<file path="src/rtl/switch_output_scheduler.sv">
// switch_output_scheduler
// Packet-level crossbar scheduler for a 4-port switch. Each output runs its
// own IDLE/BUSY FSM. An idle output grants itself round-robin to one waiting
// input and holds that grant until the packet's last beat transfers, or until
// a watchdog sees no transfer for TIMEOUT cycles.
module switch_output_scheduler #(
    parameter int TIMEOUT = 256
) (
    input  logic       clk,
    input  logic       rst_n,
    input  logic [3:0] req_valid,
    input  logic [7:0] req_target,
    input  logic [3:0] beat_valid,
    input  logic [3:0] beat_last,
    input  logic [3:0] out_ready,
    output logic [3:0] gnt,
    output logic [7:0] out_sel,
    output logic [3:0] out_busy,
    output logic [3:0] timeout,
    output logic [3:0] err_nogrant
);

    localparam int              CW      = $clog2(TIMEOUT);
    localparam logic [CW-1:0]   CNT_MAX = CW'(TIMEOUT - 1);

    localparam logic [0:0]      ST_IDLE = 1'b0;
    localparam logic [0:0]      ST_BUSY = 1'b1;

    // Per-output state
    logic [0:0]    r_state [4];
    logic [1:0]    r_sel   [4];
    logic [1:0]    r_ptr   [4];
    logic [CW-1:0] r_cnt   [4];
    logic [3:0]    r_timeout;
    logic [3:0]    r_err;

    // Derived per-cycle decisions
    logic [3:0]    w_gnt;
    logic [3:0]    w_cand  [4];
    logic [3:0]    w_found;
    logic [1:0]    w_pick  [4];
    logic [3:0]    w_xfer;
    logic [3:0]    w_last;
    logic [3:0]    w_expire;

    // Input ownership decoded from the busy outputs' selects.
    always_comb begin
        // NOTE: every variable written here gets a default first, so no path
        // leaves it unassigned and no latch is inferred.
        w_gnt = '0;
        for (int o = 0; o < 4; o++) begin
            if (r_state[o] == ST_BUSY) begin
                w_gnt[r_sel[o]] = 1'b1;
            end
        end
    end

    // Candidates: waiting, targeting this output, and not already owned.
    always_comb begin
        for (int o = 0; o < 4; o++) begin
            w_cand[o] = '0;
            for (int i = 0; i < 4; i++) begin
                w_cand[o][i] = req_valid[i] & ~w_gnt[i] &
                               (req_target[2*i +: 2] == 2'(o));
            end
        end
    end

    // Round-robin pick: first candidate above the pointer, wrapping mod 4.
    // Scanning from the farthest position down lets the nearest one win.
    always_comb begin
        for (int o = 0; o < 4; o++) begin
            w_found[o] = 1'b0;
            w_pick[o]  = '0;
            for (int k = 4; k >= 1; k--) begin
                if (w_cand[o][r_ptr[o] + 2'(k)]) begin
                    w_found[o] = 1'b1;
                    w_pick[o]  = r_ptr[o] + 2'(k);
                end
            end
        end
    end

    // Beat transfer, last-beat and watchdog-expiry conditions per output.
    always_comb begin
        for (int o = 0; o < 4; o++) begin
            w_xfer[o]   = (r_state[o] == ST_BUSY) & beat_valid[r_sel[o]] & out_ready[o];
            w_last[o]   = beat_last[r_sel[o]];
            w_expire[o] = (r_cnt[o] == CNT_MAX);
        end
    end

    // Per-output FSM, round-robin pointer and watchdog counter.
    always_ff @(posedge clk or negedge rst_n) begin
        if (!rst_n) begin
            // NOTE: these small per-output arrays are control state, so every
            // entry is reset; the pointer starts at 3 so input 0 wins first.
            for (int o = 0; o < 4; o++) begin
                r_state[o] <= ST_IDLE;
                r_sel[o]   <= '0;
                r_ptr[o]   <= 2'd3;
                r_cnt[o]   <= '0;
            end
            r_timeout <= '0;
        end else begin
            // NOTE: non-blocking assignments keep every output's update based
            // on the same pre-edge state, so the four FSMs stay independent.
            for (int o = 0; o < 4; o++) begin
                r_timeout[o] <= 1'b0;
                if (r_state[o] == ST_IDLE) begin
                    if (w_found[o]) begin
                        r_state[o] <= ST_BUSY;
                        r_sel[o]   <= w_pick[o];
                        r_ptr[o]   <= w_pick[o];
                        r_cnt[o]   <= '0;
                    end
                end else begin
                    // A transfer wins over expiry: a last beat on the expiry
                    // cycle is an ordinary release with no timeout pulse.
                    if (w_xfer[o]) begin
                        r_cnt[o] <= '0;
                        if (w_last[o]) begin
                            r_state[o] <= ST_IDLE;
                        end
                    end else if (w_expire[o]) begin
                        r_state[o]   <= ST_IDLE;
                        r_cnt[o]     <= '0;
                        r_timeout[o] <= 1'b1;
                    end else begin
                        r_cnt[o] <= r_cnt[o] + 1'b1;
                    end
                end
            end
        end
    end

    // Sticky flag: a beat offered by an input that owns no output.
    always_ff @(posedge clk or negedge rst_n) begin
        if (!rst_n) begin
            r_err <= '0;
        end else begin
            r_err <= r_err | (beat_valid & ~w_gnt);
        end
    end

    // Output packing.
    always_comb begin
        for (int o = 0; o < 4; o++) begin
            out_busy[o]       = (r_state[o] == ST_BUSY);
            out_sel[2*o +: 2] = r_sel[o];
        end
    end

    assign gnt         = w_gnt;
    assign timeout     = r_timeout;
    assign err_nogrant = r_err;

endmodule

</file>
<file path="config.mk">
export PLATFORM = sky130hd
export DESIGN_NAME = switch_output_scheduler
export DESIGN_NICKNAME = d
export VERILOG_FILES = /design/src/rtl/switch_output_scheduler.sv
export SDC_FILE = /design/constraint.sdc
export NUM_CORES = 1
export LEC_CHECK = 0
export BUFFER_PORTS_ARGS = -buffer_cell sky130_fd_sc_hd__buf_2
export CELL_PAD_IN_SITES_DETAIL_PLACEMENT = 0
export CELL_PAD_IN_SITES_GLOBAL_PLACEMENT = 1
export CORE_MARGIN = 4
export CORE_UTILIZATION = 40
export CTS_CLUSTER_SIZE = 16
export DETAILED_ROUTE_END_ITERATION = 10
export PLACE_DENSITY_LB_ADDON = 0.3
export SLEW_MARGIN = 20
export SYNTH_ARGS = -nofsm -noshare
export SYNTH_HDL_FRONTEND = slang
export SYNTH_SLANG_ARGS = --single-unit
</file>
<file path="constraint.sdc">
create_clock -name clk -period 2.55 [get_ports clk]
set_clock_uncertainty 0.2 [all_clocks]
set_input_delay 0.1275 -clock clk [delete_from_list [all_inputs] [get_ports clk]]
set_output_delay 0.1275 -clock clk [all_outputs]
set_load 0.1 [all_outputs]
</file>
---- Word-level counts from Yosys, hierarchy flattened ----
Cells that the tools add are included.
storage, ports and cells
  output and inout bits ................... 24
  latch bits .............................. 0
  memory bits (read-only) ................. 0
  word-level logic and storage cells ...... 272
  input bits .............................. 26
  memories ................................ 0
  bits in writable memories ............... 0
  bits in registers ....................... 60
operators by class
  shift-type cells ........................ 0
  $lt $le $gt $ge ......................... 24
  reduce and logical (&&, ||, !) cells .... 16
  mux-type cells .......................... 140
  bitwise operators ....................... 42
  multiply operators ...................... 0
  divide/modulo/power cells ............... 0
  eq/ne operators ......................... 16
  add/subtract/negate cells ............... 16
operator list
  kind                                                                           count
  8-bit two-way mux                                                              16
  1-bit two-way mux                                                              76
  2-bit by 3-bit less-than comparator with 1-bit output (second input constant)  20
  1-bit binary-select mux with 2-bit select                                      24
  8-bit by 1-bit adder with 8-bit output (second input constant)                 4
  8-bit equality test (second input constant)                                    4
  2-bit two-way mux                                                              16
  1-bit AND                                                                      28
  2-bit adder (second input constant)                                            8
  2-bit equality test (second input constant)                                    8
  4-bit two-way mux                                                              4
  4-bit bitwise OR                                                               4
  2-bit by 1-bit adder with 2-bit output (second input constant)                 4
  1-bit demux with 2-bit select                                                  4
  2-bit by 1-bit equality test with 1-bit output (second input constant)         4
  2-bit by 1-bit >= comparator with 1-bit output (second input constant)         4
  2-bit logical NOT                                                              4
  1-bit inverter                                                                 8
  2-bit AND reduction                                                            4
  2-bit nonzero test                                                             4
  4-bit AND                                                                      1
  1-bit logical AND                                                              4
  4-bit inverter                                                                 1

---- Depth between registers and ports, before layout ----
Gate-level depths: netlist of run 1.
  word-level depth ........................ 22
  depth in mapped cells ................... 9
  mapped depth without buffers ............ 7

---- Worst setup path after synthesis of run 1 ----
No wires, ideal clock.
  path type ............................... reg-to-reg
  start ................................... register r_state, in the netlist out_busy[0]
  end ..................................... register r_ptr[5] (netlist bit)
  arrival time ............................ 2.759 ns
  clock period less this slack ............ 3.033 ns
  library setup time ...................... 0.075 ns
  buffers on the path ..................... 1
  stages on the path, launching flop included .. 9
  required time ........................... 2.275 ns
  path slack .............................. -0.483 ns
  cell sequence ........................... dfrtp_1 > buf_2 > nand2b_1 > o22ai_2 > nor2_1 > inv_1 > o41ai_1 > a211oi_1 > o21bai_1
on the way
  longest elaborated chain between the ends .. 17
  elaborated cells on any way between the ends .. 36
ends and longest elaborated chain
  element                                    line  source
  start: declaration                         30    logic [0:0] r_state [4];
  start signal: indexed assignment           99    r_state[o] <= ST_IDLE;
  start signal: indexed assignment           112   r_state[o] <= ST_BUSY;
  start signal: indexed assignment           123   r_state[o] <= ST_IDLE;
  4-bit two-way mux (*)                      52    if (r_state[o] == ST_BUSY) begin
  4-bit bitwise OR (no source line)          --
  4-bit two-way mux (*)                      52
  4-bit bitwise OR (no source line)          --
  4-bit two-way mux (*)                      52
  4-bit bitwise OR (no source line)          --
  4-bit two-way mux (*)                      52
  net gnt[0]                                 16    output logic [3:0] gnt,
  1-bit inverter (*)                         63    w_cand[o][i] = req_valid[i] & ~w_gnt[i] &
  1-bit AND (*) (2 in a row)                 63
  1-bit binary-select mux with 2-bit select  76    if (w_cand[o][r_ptr[o] + 2'(k)]) begin
  1-bit two-way mux (not written as such)    76
  1-bit two-way mux (4 in a row)             76
  2-bit AND reduction (no source line)       --
  end signal: indexed assignment             114   r_ptr[o] <= w_pick[o];
  end: declaration                           32    logic [1:0] r_ptr [4];
Mark *: on every way through the listed nets, which the timed path passes. The rest lies on a longest branch. The select of a mux whose other input is x is not followed.
A chain may end at the register's enable or synchronous reset.

---- Worst setup path after layout of run 1 ----
  start ................................... register r_state, in the netlist out_busy[3]
  end ..................................... register r_cnt[16] (netlist bit)
on the way
  longest elaborated chain between the ends .. 11
  elaborated cells on any way between the ends .. 26
ends and longest elaborated chain
  element                                    line  source
  4-bit two-way mux (*)                      52
  1-bit inverter                             63
  1-bit AND (2 in a row)                     63
  1-bit binary-select mux with 2-bit select  76
  1-bit two-way mux (not written as such)    76
  1-bit two-way mux (3 in a row)             76
  1-bit two-way mux (*)                      76
  2-bit nonzero test (no source line) (*)    --
  end signal: indexed assignment             130   r_cnt[o] <= r_cnt[o] + 1'b1;
  end: declaration                           33    logic [CW-1:0] r_cnt [4];
Mark *: on every way between the ends. The rest lies on a longest branch, timed or not. The select of a mux whose other input is x is not followed.

==> metrics.md, run 1 <==
| Metric | Value |
|---|---|
| Run status | `finished clean` |
| CTS tree | `built` |
| Total die area | `0.0113 mm^2` |
| Wire length of the first global-routing pass | `17200 um` |
| Post-route antenna net violation count | `0` |
| # fillers | `880` |
| Placer Congestion | `0.859` |
| Tcrit/Tclk final | `94.0%` |
| Internal cell power | `0.00308 W` |
| Min Clock Period, post-route | `2.40 ns` |
| Flip-flop and latch area | `0.00155 mm^2` |
| Wirelength per Cell | `about 17 um` |
| Total detailed-routing wirelength | `approximately 10000 um` |
| Total via count in the routed design | `3513` |
| Max Buffers Root-to-Sink | `2` |
| Portion of the post-synthesis area used by sequential elements | `39.0%` |
| Port-buffer cells | `49` |
| Max Cap Viol | `0` |
| Data arrival at the endpoint of the critical path | `~2.4 ns` |
| Slew Viols, Final | `0` |
| Via count normalized by instance count | `about 5.7` |
| Post-detailed-placement half-perimeter wirelength | `7680 um` |
| Clock tree root driver cell | `sky130_fd_sc_hd__clkbuf_8` |
| Nets | `514` |
| Number of H-tree levels | `3` |
| Top achievable clock speed | `417 MHz` |
| Area taken by multi-input logic gates | `0.00228 mm^2` |
| Areal power density over the cells | `between 1000 and 1500 mW/mm^2` |
| Kind of launch point of the worst setup path | `flip-flop` |
| Proportion of power drawn by the clock network | `~16%` |
| Number of design-rule violations left by the first detailed-router iteration | `200` |
| Class of the worst hold path | `input port to flip-flop` |
| Number of hold violations in the final report | `0` |
| Fraction of power spent switching nets | `52.5%` |
| Total grt overflow | `0` |
| CP required | `2.59 ns` |
| Post-Synthesis Mean Instance Area | `about 9.4 um^2` |
| Antenna diode count | `0` |
| Residual DRC | `0` |
| Leading cell type in the layout, fill and taps excluded | `sky130_fd_sc_hd__buf_2` |
| Relative contribution of combinational cells to total power | `57.5%` |
| Tightest Pin Transition | `0.719 ns` |
| Cell leakage power | `around 2.1 nW` |
| X dimension of the die | `around 110 um` |
| Clk_lat worst skew | `0.35 ns` |
| Floorplan die height | `106 um` |
| Std-Cell Rows | `35` |
| Core area | `0.00933 mm^2` |
| Distinct cells, synth | `72` |
| Num CTS Buffers | `9` |
| Reported net switching power | `0.00341 W` |
| Unrepaired setup endpoints after global routing | `no` |
| Share of final-layout standard cells stronger than drive strength 1 | `27.8%` |
| Clk sinks | `60` |
| Initial DRT Pass Iterations | `5` |
| Flops & latches, synth | `60` |
| Syn_nets | `442` |
| Number of enable flip-flop cells after synthesis | `0` |
| Effective utilization at floorplan | `41.6%` |
| Via count of the first global-routing pass | `about 3.4k` |
| Clock transition time at the flip-flop clock pins of the worst setup and hold paths | `0.08 ns` |
| PnR Total Power | `0.00649 W` |
| Reg power frac | `27.0%` |
| Critical path fanouts, max | `11` |
| Async SR Flop Fraction | `between 90% and 100%` |
| GRT Resource Usage Total | `between 10% and 20%` |
| Largest vdd supply drop | `906 uV` |
| Maximum number of pins on one net before global-route repair | `40` |
| Synth-to-Final Area Change | `22.8%` |
| Crit path kind | `flip-flop to flip-flop` |
| Area of all placed cells without fillers | `0.00476 mm^2` |
| Initial antenna violation count | `0` |
| Crit path capture type | `flip-flop` |
| Commonest non-fill, non-tap cells in the layout | `sky130_fd_sc_hd__buf_2, sky130_fd_sc_hd__dfrtp_1, sky130_fd_sc_hd__nand2_1, sky130_fd_sc_hd__nor2_1, sky130_fd_sc_hd__inv_1` |
| Dpl cell area | `around 0.0045 mm^2` |
| Post-Syn Area | `0.00388 mm^2` |
| Number of synthesis warnings | `0` |
| Primary flip-flop cell chosen by synthesis mapping | `sky130_fd_sc_hd__dfrtp_1` |
| Number of ports placed on the die boundary | `50` |
| Synth Instances | `around 400` |
| Final setup violation count | `0` |
| Util after Layout | `51.1%` |
| Worst slew margin relative to its limit | `51.7%` |
## critical path: stages, from the launching register on
cell	delay, ns
sky130_fd_sc_hd__dfrtp_4	0.55
sky130_fd_sc_hd__nand2b_4	0.11
sky130_fd_sc_hd__o22ai_4	0.07
sky130_fd_sc_hd__buf_4	0.17
sky130_fd_sc_hd__or3_1	0.40
sky130_fd_sc_hd__and4_1	0.32
sky130_fd_sc_hd__and2_1	0.22
sky130_fd_sc_hd__mux2_2	0.26
## worst paths after layout
path / slack (ns) / cells past startpoint / end / startpoint
worst max-delay path: 0.15 / 7 / r_cnt[16]$_DFFE_PN0P_ / out_busy[3]$_DFF_PN0_
worst min-delay path: 0.02 / 4 / r_cnt[6]$_DFFE_PN0P_ / out_ready[3]
min in group asynchronous: 0.10 / 2 / r_cnt[20]$_DFFE_PN0P_ / rst_n
worst max register to register: 0.15 / 7 / r_cnt[16]$_DFFE_PN0P_ / out_busy[3]$_DFF_PN0_
max in group asynchronous: 1.37 / 3 / r_ptr[1]$_DFFE_PN1P_ / rst_n
worst min register to register: 0.25 / 1 / err_nogrant[2]$_DFF_PN0_ / err_nogrant[2]$_DFF_PN0_
## power groups by stage
stage          registers [W]  logic (W)  clock network [W]
3_3_place_gp         0.00175    0.00371                  0
2_1_floorplan        0.00233    0.00236                  0
6_report             0.00175    0.00373            0.00100
5_1_grt              0.00180    0.00402            0.00107
4_1_cts              0.00175    0.00375            0.00102
3_5_place_dp         0.00176    0.00372                  0
## what timing repair did
item / 4_1_cts / 5_1_grt
setup buffers: 0 / 0
hold buffers: 7 / 0
gates resized for setup: 0 / 1
hold endpoints to repair: 27 / 0
endpoints found under the setup margin: 0 / 1
## area by class of cell
| class | instances | share of cell area (%) |
|---|---|---|
| multi-input cells | 315 | 47.8 |
| flip-flops and latches | 60 | 32.6 |
| repair buffers | 71 | 9.25 |
| well taps | 129 | 3.39 |
| clock buffers | 12 | 3.26 |
| inverters | 27 | 2.21 |
| clock inverters | 4 | 1.52 |
## cells in the mapped netlist, drive strengths merged (3+ instances only)
| library cell | instances | area [um^2] |
|---|---|---|
| nand3 | 24 | 120 |
| dfrtp | 52 | 1300 |
| a21o | 10 | 75.1 |
| or4 | 3 | 31.3 |
| nor2 | 29 | 109 |
| o2bb2ai | 3 | 26.3 |
| nand2b | 7 | 43.8 |
| or3 | 8 | 51.3 |
| o22ai | 7 | 88.8 |
| a2111oi | 3 | 26.3 |
| and3 | 23 | 144 |
| dfstp | 8 | 210 |
| a211oi | 6 | 50.1 |
| mux2i | 14 | 140 |
| nor3 | 11 | 60.1 |
| a22o | 8 | 70.1 |
| o21a | 4 | 30.0 |
| a21oi | 13 | 65.1 |
| mux2 | 4 | 45.0 |
| a22oi | 7 | 52.6 |
| xnor2 | 3 | 26.3 |
| buf | 9 | 56.3 |
| nor4 | 6 | 37.5 |
| o21ai | 26 | 130 |
| inv | 27 | 101 |
| mux4 | 7 | 173 |
| a31oi | 7 | 43.8 |
| ha | 4 | 50.1 |
| nand3b | 6 | 45.0 |
| nand2 | 32 | 130 |
| and2 | 8 | 53.8 |
## kinds of logic (layout without fill, tap and decap cells)
| logic type | Yosys count | after routing | share of synthesized area [%] |
|---|---|---|---|
| AOI/OAI and AO/OA | 117 | 117 | 22.1 |
| xor gates and xnor gates | 3 | 3 | 0.678 |
| adders and majority gates | 4 | 4 | 1.29 |
| buffers and inverters | 37 | 114 | 4.16 |
| DFF | 60 | 60 | 39.0 |
| muxes | 25 | 25 | 9.23 |
| and+or+nand+nor | 166 | 166 | 23.5 |
## metrics by stage
stage | TNS (ns) | setup slack, ns | cells | hold slack, ns
3_3_place_gp | 0 | 0.183 | 595 | -0.0383
6_report | 0 | 0.153 | 618 | 0.0168
4_1_cts | 0 | 0.146 | 618 | 0.00315
3_5_place_dp | 0 | 0.158 | 595 | -0.0400
2_1_floorplan | -0.00884 | -0.00507 | 412 | -0.368
5_1_grt | 0 | 0.00829 | 618 | 0.0316
## routing by layer
| layer | routed length [um] | GRT usage [%] | up-vias |
|---|---|---|---|
| met5 | 0 | 0 | - |
| met4 | 217 | 7.12 | 0 |
| met3 | 476 | 3.64 | 17 |
| met2 | 4930 | 29.9 | 86 |
| met1 | 4630 | 25.8 | 1707 |
| li1 | - | - | 1703 |
## registers in the layout (all words and copies together) (netlist names)
| name | flops |
|---|---|
| r_ptr | 8 |
| out_busy | 4 |
| r_cnt | 32 |
| out_sel | 8 |
| err_nogrant | 4 |
| timeout | 4 |
(Power assumes the default switching activity.)
==> inputs of run 2 (changes only) <==
--- a/config.mk
+++ b/config.mk
@@ -5,6 +5,7 @@
 export SDC_FILE = /design/constraint.sdc
 export NUM_CORES = 1
 export LEC_CHECK = 0
+export ABC_AREA = 1
 export BUFFER_PORTS_ARGS = -buffer_cell sky130_fd_sc_hd__buf_2
 export CELL_PAD_IN_SITES_DETAIL_PLACEMENT = 0
 export CELL_PAD_IN_SITES_GLOBAL_PLACEMENT = 1
==> run 2 against run 1 <==
  * Count of clock-buffer cells in the layout up 2
  * Highest routed layer unchanged
  * Setup slack better by 0.13 ns
  * Critical path depth up 5
  * Global-route usage down 0.31 points
  * Synthesized area up 5.8%
  * Synthesized cell count up 43%
  * Critical endpoint is now out_sel[0]$_DFFE_PN0P_
  * First-iteration DRC count up 34%
  * Largest cell class unchanged
==> metrics.md, run 2 <==
| Metric | Value |
|---|---|
| CP required | `2.58 ns (was 2.59 ns)` |
| Port-buffer cells | `49 (unchanged)` |
| Final setup violation count | `0 (unchanged)` |
| Share of Yosys cell area claimed by the top area cell type | `31.7% (was 33.5%)` |
| Total grt overflow | `0 (unchanged)` |
| Total die area | `0.0119 mm^2 (was 0.0113 mm^2)` |
| Distinct cells, synth | `33 (was 72)` |
| Leading cell type in the layout, fill and taps excluded | `sky130_fd_sc_hd__nand2_1 (was sky130_fd_sc_hd__buf_2)` |
| Floorplan die height | `109 um (was 106 um)` |
| Number of H-tree levels | `3 (unchanged)` |
| Cell leakage power | `2.42 nW (was 2.12 nW)` |
| Areal power density over the cells | `1400 mW/mm^2 (was 1360 mW/mm^2)` |
| Number of synthesis warnings | `0 (unchanged)` |
| Placer Congestion | `0.928 (was 0.859)` |
| Via count of the first global-routing pass | `3675 (was 3413)` |
| Wirelength per Cell | `13.2 um (was 16.6 um)` |
| GRT Resource Usage Total | `18.6% (was 18.9%)` |
| Dominant cell type by area after synthesis | `sky130_fd_sc_hd__dfrtp_1 (unchanged)` |
| CTS tree | `built (unchanged)` |
| Effective utilization at floorplan | `41.6% (about the same)` |
| # fillers | `973 (was 880)` |
| Worst slew margin relative to its limit | `66.6% (was 51.7%)` |
| Critical path fanouts, max | `10 (was 11)` |
| Setup TNS | `0 ns (unchanged)` |
| Num CTS Buffers | `9 (unchanged)` |
| Number of enable flip-flop cells after synthesis | `0 (unchanged)` |
| Dominant cell by count in the synthesized netlist | `sky130_fd_sc_hd__nand2_1 (was sky130_fd_sc_hd__dfrtp_1)` |
| Post-route antenna net violation count | `0 (unchanged)` |
| Post-detailed-placement half-perimeter wirelength | `8100 um (was 7680 um)` |
| Non-Filler Instances | `785 (was 618)` |
| Slew Viols, Final | `0 (unchanged)` |
| Async SR Flop Fraction | `100% (unchanged)` |
| Clk sinks | `60 (unchanged)` |
| Synth-to-Final Area Change | `16.0% (was 22.8%)` |
| Synth Instances | `588 (was 412)` |
| Cells after DPL | `760 (was 595)` |
| Register with the highest flop count | `r_cnt (unchanged)` |
| Class of the worst hold path | `input port to flip-flop (unchanged)` |
| Kind of launch point of the worst setup path | `flip-flop (unchanged)` |
| Largest register FFs | `32 (unchanged)` |
| Clock tree root driver cell | `sky130_fd_sc_hd__clkbuf_8 (unchanged)` |
| Flops & latches, synth | `60 (unchanged)` |
| Clock transition time at the flip-flop clock pins of the worst setup and hold paths | `0.07 ns (was 0.08 ns)` |
| Largest vdd supply drop | `567 uV (was 906 uV)` |
| Crit path capture type | `flip-flop (unchanged)` |
| Post-Synthesis Mean Instance Area | `6.98 um^2 (was 9.41 um^2)` |
| Tcrit/Tclk final | `89.0% (was 94.0%)` |
| Max Buffers Root-to-Sink | `2 (unchanged)` |
| Std-Cell Rows | `36 (was 35)` |
| Area taken by multi-input logic gates | `0.00220 mm^2 (was 0.00228 mm^2)` |
| Clk_lat worst skew | `0.35 ns (about the same)` |
| Commonest non-fill, non-tap cells in the layout | `sky130_fd_sc_hd__nand2_1, sky130_fd_sc_hd__nand3_1, sky130_fd_sc_hd__inv_1 (was sky130_fd_sc_hd__buf_2, sky130_fd_sc_hd__dfrtp_1, sky130_fd_sc_hd__nand2_1, sky130_fd_sc_hd__nor2_1, sky130_fd_sc_hd__inv_1)` |
| Area of all placed cells without fillers | `0.00476 mm^2 (unchanged)` |
| Total detailed-routing wirelength | `10400 um (was 10300 um)` |
| Top achievable clock speed | `441 MHz (was 417 MHz)` |
| Core area | `0.00986 mm^2 (was 0.00933 mm^2)` |
| Buffer count from post-CTS setup fixing | `0 (unchanged)` |
| Max Cap Viol | `0 (unchanged)` |
| X dimension of the die | `109 um (was 106 um)` |
| Number of hold violations in the final report | `0 (unchanged)` |
| Number of design-rule violations left by the first detailed-router iteration | `267 (was 200)` |
| Initial DRT Pass Iterations | `5 (unchanged)` |
| Initial antenna violation count | `0 (unchanged)` |
| Data arrival at the endpoint of the critical path | `2.30 ns (was 2.44 ns)` |
| Crit path kind | `flip-flop to flip-flop (unchanged)` |
| Portion of the post-synthesis area used by sequential elements | `36.8% (was 39.0%)` |
| Commonest cells in the netlist | `sky130_fd_sc_hd__nand2_1, sky130_fd_sc_hd__nand3_1, sky130_fd_sc_hd__inv_1 (was sky130_fd_sc_hd__dfrtp_1, sky130_fd_sc_hd__nand2_1, sky130_fd_sc_hd__nor2_1)` |
| Antenna diode count | `0 (unchanged)` |
| Post-Syn Area | `0.00410 mm^2 (was 0.00388 mm^2)` |
| Dpl cell area | `0.00447 mm^2 (was 0.00446 mm^2)` |
| Share of final-layout standard cells stronger than drive strength 1 | `17.5% (was 27.8%)` |
| Nets | `677 (was 514)` |
| Total via count in the routed design | `3914 (was 3513)` |
| Min Clock Period, post-route | `2.27 ns (was 2.40 ns)` |
| Top cells by area in the synthesized netlist | `sky130_fd_sc_hd__dfrtp_1, sky130_fd_sc_hd__nand2_1, sky130_fd_sc_hd__nand3_1, sky130_fd_sc_hd__inv_1, sky130_fd_sc_hd__dfstp_2 (was sky130_fd_sc_hd__dfrtp_1, sky130_fd_sc_hd__dfstp_2, sky130_fd_sc_hd__and3_1, sky130_fd_sc_hd__mux2i_1, sky130_fd_sc_hd__nand3_1)` |
| Number of ports placed on the die boundary | `50 (unchanged)` |
| Wire length of the first global-routing pass | `17400 um (was 17200 um)` |
| Maximum number of pins on one net before global-route repair | `32 (was 40)` |
| Syn_nets | `618 (was 442)` |
| Tightest Pin Transition | `0.495 ns (was 0.719 ns)` |
| Primary flip-flop cell chosen by synthesis mapping | `sky130_fd_sc_hd__dfrtp_1 (unchanged)` |
| Flip-flop and latch area | `0.00152 mm^2 (was 0.00155 mm^2)` |
| Run status | `finished clean (unchanged)` |
| Residual DRC | `0 (unchanged)` |
| Via count normalized by instance count | `4.99 (was 5.68)` |
| Unrepaired setup endpoints after global routing | `no (unchanged)` |
==> run 2: changes by cell type in the layout (fill, tap and decap cells not counted), moves of 12 or more <==
cell and delta:
sky130_fd_sc_hd__nand2_1 +147, sky130_fd_sc_hd__mux2i_1 -14, sky130_fd_sc_hd__and3_1 -21, sky130_fd_sc_hd__buf_4 -12, sky130_fd_sc_hd__xor2_1 +14, sky130_fd_sc_hd__nand3_1 +61
sky130_fd_sc_hd__inv_1 +55
==> run 2: cells by family (layout without fill, tap and decap cells) <==
kind of cell / count (synthesis) / count (layout) / share of synthesized area (%)
and+or+nand+nor: 342 / 342 / 38.9
buffers and inverters: 98 / 162 / 9.45
AOI/OAI and AO/OA: 65 / 65 / 9.54
DFF: 60 / 60 / 36.8
xor gates and xnor gates: 19 / 19 / 4.05
adders and majority gates: 4 / 4 / 1.22
==> run 2: stage by stage <==
step	hold slack (ns)	utilization (%)	total power [W]	setup slack [ns]
2_1_floorplan	-0.368	-	0.00504	0.0108
3_3_place_gp	-0.0211	45.4	0.00574	0.320
3_5_place_dp	-0.00559	45.4	0.00578	0.293
4_1_cts	0.0378	48.3	0.00670	0.281
5_1_grt	0.0860	48.3	0.00722	0.0343
6_report	0.0592	48.3	0.00667	0.281
==> run 2: path summary, 6_finish.rpt <==
path | startpoint | to | slack (ns) | cells after the start
setup reg to reg | out_busy[3]$_DFF_PN0_ | out_sel[0]$_DFFE_PN0P_ | 0.28 | 12
max in group asynchronous | rst_n | r_ptr[1]$_DFFE_PN1P_ | 1.66 | 3
hold reg to reg | err_nogrant[3]$_DFF_PN0_ | err_nogrant[3]$_DFF_PN0_ | 0.28 | 1
hold / removal | beat_last[3] | out_busy[1]$_DFF_PN0_ | 0.06 | 6
setup / recovery | out_busy[3]$_DFF_PN0_ | out_sel[0]$_DFFE_PN0P_ | 0.28 | 12
min in group asynchronous | rst_n | err_nogrant[3]$_DFF_PN0_ | 0.14 | 3
==> run 2: cell type report <==
class / instances / share of cell area (%)
Tap cell: 133 / 3.49
Timing Repair Buffer: 60 / 7.36
Clock buffer: 14 / 3.42
Inverter: 86 / 6.78
Multi-Input combinational cell: 430 / 46.3
Clock inverter: 2 / 0.736
Sequential cell: 60 / 31.9
==> run 2: repair_timing <==
action                    in CTS  in global routing
resized for setup              0                  0
hold buffers                   9                  0
hold endpoints to repair      70                  0
==> run 2: worst max-delay path: stages, from the launching register on <==
cell and delay (ns):
sky130_fd_sc_hd__dfrtp_1 0.50, sky130_fd_sc_hd__nand3_1 0.16, sky130_fd_sc_hd__nand2_1 0.07, sky130_fd_sc_hd__nor2_2 0.19
sky130_fd_sc_hd__nand3_1 0.19, sky130_fd_sc_hd__nand2_1 0.15, sky130_fd_sc_hd__nand3_1 0.13, sky130_fd_sc_hd__nand2_1 0.14
sky130_fd_sc_hd__nor2_4 0.05, sky130_fd_sc_hd__a21oi_4 0.20, sky130_fd_sc_hd__inv_2 0.07, sky130_fd_sc_hd__nand2_1 0.06
sky130_fd_sc_hd__nand2_1 0.06
==> run 2: where the power goes <==
| part | leakage (nW) | switching (W) | internal (W) |
|---|---|---|---|
| combinational | 1.58 | 0.00303 | 0.00108 |
| clock | 0.101 | 0.000377 | 0.000505 |
| sequential | 0.743 | 0.000405 | 0.00127 |
| total | 2.42 | 0.00381 | 0.00286 |
==> run 2: layer usage <==
metal  vias up  wire length [um]  share of wire (%)  global-route usage [%]
met1      1805              4910                 47                    24.5
met3        13               536                5.2                    4.76
li1       2010                 -                  -                       -
met2        86              4740                 46                    30.2
met4         0               168                1.6                    5.79
met5         -                 0                  0                       0
